==> src/rtl/instr_exec_unit.sv <==
// instr_exec_unit: walks a range of instruction register entries, executes each
// opcode (multi-cycle restoring divide for DIV/MOD) and streams results out.
package instr_register_pkg;
    typedef enum logic [2:0] {ZERO, PASSA, PASSB, ADD, SUB, MULT, DIV, MOD} opcode_t;
    typedef struct packed {
        opcode_t            opc;
        logic signed [31:0] op_a;
        logic signed [31:0] op_b;
    } instruction_t;
endpackage

module instr_exec_unit
    import instr_register_pkg::*;
#(
    parameter int OP_W   = 32,
    parameter int ADDR_W = 5,
    parameter int RES_W  = 64
) (
    input logic        clk,
    input logic        reset_n,
    instr_exec_if.slave bus
);
    localparam int CW = $clog2(OP_W);
    localparam int PW = RES_W - OP_W;

    typedef enum logic [2:0] {IDLE, FETCH, EXEC, DIVIDE, OUT, FINISH} state_t;

    state_t                  state_q, state_d;
    logic [ADDR_W-1:0]       rp_q, rp_d, addr_q, addr_d;
    logic [ADDR_W:0]         left_q, left_d;
    opcode_t                 opc_q, opc_d;
    logic signed [OP_W-1:0]  a_q, a_d, b_q, b_d;
    logic signed [RES_W-1:0] data_q, data_d;
    logic                    div0_q, div0_d, nq_q, nq_d, nr_q, nr_d;
    logic [OP_W-1:0]         quo_q, quo_d, rem_q, rem_d, dvs_q, dvs_d;
    logic [CW-1:0]           cnt_q, cnt_d;

    instruction_t            iw;
    logic [OP_W:0]           sh, diff;
    logic [OP_W-1:0]         quo_n, rem_n;
    logic signed [RES_W-1:0] sa, sb, alu, q_s, r_s;
    logic                    is_div;

    assign iw     = instruction_t'(bus.instruction_word);
    assign sa     = RES_W'(a_q);
    assign sb     = RES_W'(b_q);
    assign alu    = opc_q == PASSA ? sa :
                    opc_q == PASSB ? sb :
                    opc_q == ADD   ? sa + sb :
                    opc_q == SUB   ? sa - sb :
                    opc_q == MULT  ? sa * sb : '0;
    assign is_div = opc_q == DIV || opc_q == MOD;

    // One restoring step: a clear borrow bit means the divisor fit.
    assign sh    = {rem_q, quo_q[OP_W-1]};
    assign diff  = sh - {1'b0, dvs_q};
    assign quo_n = {quo_q[OP_W-2:0], ~diff[OP_W]};
    assign rem_n = diff[OP_W] ? sh[OP_W-1:0] : diff[OP_W-1:0];
    assign q_s   = nq_q ? -{{PW{1'b0}}, quo_n} : {{PW{1'b0}}, quo_n};
    assign r_s   = nr_q ? -{{PW{1'b0}}, rem_n} : {{PW{1'b0}}, rem_n};

    always_comb begin
        state_d = state_q;
        rp_d    = rp_q;
        addr_d  = addr_q;
        left_d  = left_q;
        opc_d   = opc_q;
        a_d     = a_q;
        b_d     = b_q;
        data_d  = data_q;
        div0_d  = div0_q;
        nq_d    = nq_q;
        nr_d    = nr_q;
        quo_d   = quo_q;
        rem_d   = rem_q;
        dvs_d   = dvs_q;
        cnt_d   = cnt_q;
        case (state_q)
            IDLE: if (bus.start) begin
                rp_d    = bus.first_addr;
                left_d  = bus.num_instr;
                state_d = bus.num_instr == '0 ? FINISH : FETCH;
            end
            FETCH: begin
                opc_d   = iw.opc;
                a_d     = iw.op_a;
                b_d     = iw.op_b;
                state_d = EXEC;
            end
            EXEC: begin
                addr_d  = rp_q;
                data_d  = alu;
                div0_d  = is_div && b_q == '0;
                state_d = is_div && b_q != '0 ? DIVIDE : OUT;
                quo_d   = a_q[OP_W-1] ? -a_q : a_q;
                dvs_d   = b_q[OP_W-1] ? -b_q : b_q;
                rem_d   = '0;
                cnt_d   = '0;
                nq_d    = a_q[OP_W-1] ^ b_q[OP_W-1];
                nr_d    = a_q[OP_W-1];
            end
            DIVIDE: begin
                quo_d = quo_n;
                rem_d = rem_n;
                cnt_d = cnt_q + 1'b1;
                if (cnt_q == CW'(OP_W - 1)) begin
                    data_d  = opc_q == DIV ? q_s : r_s;
                    state_d = OUT;
                end
            end
            OUT: if (bus.res_ready) begin
                left_d  = left_q - 1'b1;
                rp_d    = rp_q + 1'b1;
                state_d = left_q == (ADDR_W+1)'(1) ? FINISH : FETCH;
            end
            FINISH:  state_d = IDLE;
            default: state_d = IDLE;
        endcase
    end

    always_ff @(posedge clk) begin
        if (!reset_n) begin
            state_q <= IDLE;
            rp_q    <= '0;
            addr_q  <= '0;
            left_q  <= '0;
            opc_q   <= ZERO;
            a_q     <= '0;
            b_q     <= '0;
            data_q  <= '0;
            div0_q  <= 1'b0;
            nq_q    <= 1'b0;
            nr_q    <= 1'b0;
            quo_q   <= '0;
            rem_q   <= '0;
            dvs_q   <= '0;
            cnt_q   <= '0;
        end else begin
            state_q <= state_d;
            rp_q    <= rp_d;
            addr_q  <= addr_d;
            left_q  <= left_d;
            opc_q   <= opc_d;
            a_q     <= a_d;
            b_q     <= b_d;
            data_q  <= data_d;
            div0_q  <= div0_d;
            nq_q    <= nq_d;
            nr_q    <= nr_d;
            quo_q   <= quo_d;
            rem_q   <= rem_d;
            dvs_q   <= dvs_d;
            cnt_q   <= cnt_d;
        end
    end

    assign bus.read_pointer = rp_q;
    assign bus.res_valid    = state_q == OUT;
    assign bus.res_data     = data_q;
    assign bus.res_addr     = addr_q;
    assign bus.res_div0     = div0_q;
    assign bus.busy         = state_q != IDLE;
    assign bus.done         = state_q == FINISH;
endmodule

==> src/rtl/instr_exec_unit_if.sv <==
// instr_exec_if: run control, instruction fetch and result handshake between
// the instruction register side and instr_exec_unit.
interface instr_exec_if #(
    parameter int OP_W   = 32,
    parameter int ADDR_W = 5,
    parameter int RES_W  = 64
);
    logic                    start;
    logic [ADDR_W-1:0]       first_addr;
    logic [ADDR_W:0]         num_instr;
    logic [ADDR_W-1:0]       read_pointer;
    logic [2*OP_W+2:0]       instruction_word;
    logic                    res_valid;
    logic                    res_ready;
    logic signed [RES_W-1:0] res_data;
    logic [ADDR_W-1:0]       res_addr;
    logic                    res_div0;
    logic                    busy;
    logic                    done;

    modport slave (
        input  start, first_addr, num_instr, instruction_word, res_ready,
        output read_pointer, res_valid, res_data, res_addr, res_div0, busy, done
    );
    modport master (
        output start, first_addr, num_instr, instruction_word, res_ready,
        input  read_pointer, res_valid, res_data, res_addr, res_div0, busy, done
    );
endinterface

==> src/flat_wrapper.sv <==
// flat-port wrapper written by rule: the top's interface ports become plain ports
module instr_exec_unit_flat import instr_register_pkg::*;
#(
    parameter int OP_W   = 32,
    parameter int ADDR_W = 5,
    parameter int RES_W  = 64
)
  (clk, reset_n, bus_start, bus_first_addr, bus_num_instr, bus_instruction_word, bus_res_ready, bus_read_pointer, bus_res_valid, bus_res_data, bus_res_addr, bus_res_div0, bus_busy, bus_done);
  instr_exec_if #(.OP_W(OP_W), .ADDR_W(ADDR_W), .RES_W(RES_W)) bus_i ();
  input logic clk;
  input logic reset_n;
  input wire logic [$bits(bus_i.start)-1:0] bus_start;
  input wire logic [$bits(bus_i.first_addr)-1:0] bus_first_addr;
  input wire logic [$bits(bus_i.num_instr)-1:0] bus_num_instr;
  input wire logic [$bits(bus_i.instruction_word)-1:0] bus_instruction_word;
  input wire logic [$bits(bus_i.res_ready)-1:0] bus_res_ready;
  output wire logic [$bits(bus_i.read_pointer)-1:0] bus_read_pointer;
  output wire logic [$bits(bus_i.res_valid)-1:0] bus_res_valid;
  output wire logic [$bits(bus_i.res_data)-1:0] bus_res_data;
  output wire logic [$bits(bus_i.res_addr)-1:0] bus_res_addr;
  output wire logic [$bits(bus_i.res_div0)-1:0] bus_res_div0;
  output wire logic [$bits(bus_i.busy)-1:0] bus_busy;
  output wire logic [$bits(bus_i.done)-1:0] bus_done;
  assign bus_i.start = bus_start;
  assign bus_i.first_addr = bus_first_addr;
  assign bus_i.num_instr = bus_num_instr;
  assign bus_i.instruction_word = bus_instruction_word;
  assign bus_i.res_ready = bus_res_ready;
  assign bus_read_pointer = bus_i.read_pointer;
  assign bus_res_valid = bus_i.res_valid;
  assign bus_res_data = bus_i.res_data;
  assign bus_res_addr = bus_i.res_addr;
  assign bus_res_div0 = bus_i.res_div0;
  assign bus_busy = bus_i.busy;
  assign bus_done = bus_i.done;
  instr_exec_unit #(.OP_W(OP_W), .ADDR_W(ADDR_W), .RES_W(RES_W)) u_core (.clk(clk), .reset_n(reset_n), .bus(bus_i));
endmodule
==> config.mk <==
export PLATFORM = sky130hd
export DESIGN_NAME = instr_exec_unit_flat
export DESIGN_NICKNAME = d
export VERILOG_FILES = /design/src/rtl/instr_exec_unit.sv /design/src/rtl/instr_exec_unit_if.sv /design/src/flat_wrapper.sv
export SDC_FILE = /design/constraint.sdc
export NUM_CORES = 2
export LEC_CHECK = 0
export CORE_ASPECT_RATIO = 0.6
export CORE_MARGIN = 5
export CORE_UTILIZATION = 50
export DETAILED_ROUTE_END_ITERATION = 10
export PLACE_DENSITY_LB_ADDON = 0.08
export SYNTH_ARGS = -nofsm -noshare
export SYNTH_HDL_FRONTEND = slang
export SYNTH_SLANG_ARGS = --single-unit
==> constraint.sdc <==
create_clock -name clk -period 13.9 [get_ports clk]
set_input_delay 2.085 -clock clk [delete_from_list [all_inputs] [get_ports clk]]
set_output_delay 2.085 -clock clk [all_outputs]
set_load 0.02 [all_outputs]
==> qor.csv <==
metric;value;unit
syn2layout_area_growth;6.664;%
synth_common_cells;1085 x fa_1, 1075 x inv_1, 924 x nand2_1;
grt_antenna_before_repair;7;
start_util;0.5031;
syn_area;0.05622;sq mm
ant_nets;0;
drtIter0Drc;4661;
h-tree-depth;1;
fin_worst_skew;27.56;ps
die_h;269.7;microns
grt_pass1_wl;311.6;mm
syn-num-nets;8063;
hold_buffers;0;
crit_arrival;11430;ps
finalNetCount;7923;
slew_viol_final;0;
syn_avg_cell_area;8.512;sq um
die_w;442.9;microns
whs_endpoint;u_core.a_q[16];
setup_tns;0;ps
cp-end-kind;register;
grtUsageTotal;0.3415;
synth_flop_cell;dfxtp_1;
cts_resized;0;
cts_max_path_buffers;3;
cts.sinks;254;
grt.overflow.total;0;
criticalPathCategory;register to register;
max_freq;0.09186;GHz
outcome;finished clean;
critPathLaunchType;register;
drc;0;
async_flop_share;0;
max-cap-violations;0;
vias_per_cell;5.900;
row_count;95;
post-place-ws;3597;ps
slowest_delay;890;ps
syn_inst;6604;
leakage;0.02823;uW
synth_top_area_frac;0.3864;
crit_required;14450;ps
drt-wirelength-per-cell;25.38;microns
pwr_density_cell;59.65;mW/mm^2
ir_drop;0.1125;mV
setup_viol;0;
grt_max_degree;94;
synth-seq-cells;254;
yosys_warnings;0;
min_from;u_core.a_q[16];
dr_total_vias;47158;
postCtsSetupBuffers;0;
ios;160;
ys_seq_area_frac;0.09045;
worst_slew_pin_slew;1106;ps
startpoint;u_core.a_q[31];
synth_most_common_cell;fa_1;
insertion_delay;670;ps
routabilityCongestion;0.9829;
cts-root-buf;clkbuf_16;
die_area;0.1195;sq mm
crit_slowest_cell;o221ai_1;
period_minus_slack;10890;ps
hpwl;154.7;mm
core_area;0.1117;sq mm
synth_top_area_cell;fa_1;
clk_pin_slew;60;ps
routed_wl;202.9;mm
worst_slack;3013;ps
cp_max_fo;53;
grt_pass1_vias;47606;
worst_r2r_path_depth;25;
rsz0062_at_grt;false;
drt_pass1_iterations;7;
hold_violations;0;
cts_made_buffers;30;
synth.top_cells.by_area;fa_1 39%, dfxtp_1 9.0%, inv_1 7.2%;
drive_gt1_frac;0.03961;
synth_edf_count;0;
cts_tree;built;
fin_util;0.5367;
synth_cell_types;106;
holdPathStages;2;
reg2reg_to;u_core.bus.res_data[62];
hold_class;register to register;
min_period_over_period;0.7832;
reg2reg_slack;3010;ps
cp_common_cell;fa_1;
io_buffers;159;
r2r_start;u_core.a_q[31];
relSlewSlack;0.2620;
[how the worst max path moves through the flow]
stage	cells past startpoint	endpoint
floorplan	30	u_core.bus.res_data[62]
global placement	25	u_core.bus.res_data[62]
detailed placement	25	u_core.bus.res_data[62]
CTS	25	u_core.bus.res_data[62]
global route	25	u_core.bus.res_data[62]
finish	25	u_core.bus.res_data[62]
[registers in the layout (all words and copies together) (netlist names)]
signal / count
u_core.dvs_q: 32
u_core.quo_q: 32
u_core.nr_q: 1
u_core.bus.res_div0: 1
u_core.bus.read_pointer: 5
u_core.rem_q: 32
u_core.state_q: 3
u_core.cnt_q: 5
u_core.bus.res_data: 64
u_core.opc_q: 3
u_core.b_q: 32
u_core.nq_q: 1
u_core.a_q: 32
u_core.left_q: 6
u_core.bus.res_addr: 5
[cells by family after synthesis]
logic type | Yosys count | share of synthesized area
AND/OR/NAND/NOR | 2060 | 0.1757
flip-flops | 254 | 0.09045
adder cells (fa/ha/maj) | 1377 | 0.4514
XOR/XNOR | 205 | 0.03194
buffers and inverters | 1517 | 0.1020
multiplexers | 34 | 0.006254
AO/OA/AOI/OAI | 1157 | 0.1424
[layout make-up]
| class | count | area (sq um) |
|---|---|---|
| Clock inverter | 17 | 227.7 |
| Inverter | 1081 | 4058 |
| Multi-Input combinational cell | 4833 | 45440 |
| Antenna cell | 2 | 5.005 |
| Timing Repair Buffer | 264 | 2381 |
| Tap cell | 1503 | 1881 |
| Clock buffer | 39 | 874.6 |
| Sequential cell | 254 | 5096 |
| Fill cell | 10574 | 51770 |
[metrics by stage]
step | hold slack [ps] | area [sq um] | cells | power, uW
4_1_cts | 467.8 | 59960 | 7991 | 3547
2_1_floorplan | 445.3 | 56220 | 6604 | 1995
3_3_place_gp | 453.4 | 58860 | 7935 | 2613
5_1_grt | 503.8 | 59960 | 7991 | 3768
3_5_place_dp | 458.6 | 58860 | 7935 | 2611
6_report | 465.2 | 59960 | 7993 | 3577
[critical path, delay by kind of cell (launching register included)]
kind	cells	cell delay (ps)
adder cells (fa/ha/maj)	9	4600
AO/OA/AOI/OAI	8	2630
buffers and inverters	4	1850
AND/OR/NAND/NOR	3	1190
flip-flops	1	310
XOR/XNOR	1	150
[cells in the final DEF (no fill, tap or decap), types with 33 or more instances in the layout]
cell type and n:
a211oi_1 33, nor2_1 286, nor3_1 56, and2_1 498, nand3_1 47, o211ai_1 37, dfxtp_1 245, clkdlybuf4s50_1 158
buf_4 105, nor2b_1 39, a21o_1 53, ha_1 292, xnor2_1 117, o21ai_0 270, fa_1 1085, xor2_1 88
nand2b_1 37, o211a_1 37, inv_1 1074, a21boi_0 114, a21oi_1 217, a221oi_1 36, o31ai_1 43, nand2_1 923
[power breakdown]
part | internal, uW | leakage, uW | total (uW) | switching [uW]
clock | 506 | 0.000536 | 912 | 406
combinational | 615 | 0.0256 | 1870 | 1260
sequential | 760 | 0.00206 | 794 | 34.0
total | 1880 | 0.0282 | 3580 | 1700
[metal layers]
metal	GRT usage	wire length (microns)
met5	0	16
met4	0.08258	5975
met3	0.07646	22220
met2	0.4822	81890
met1	0.5286	92760
No activity file was read; power rests on OpenSTA's default activity.
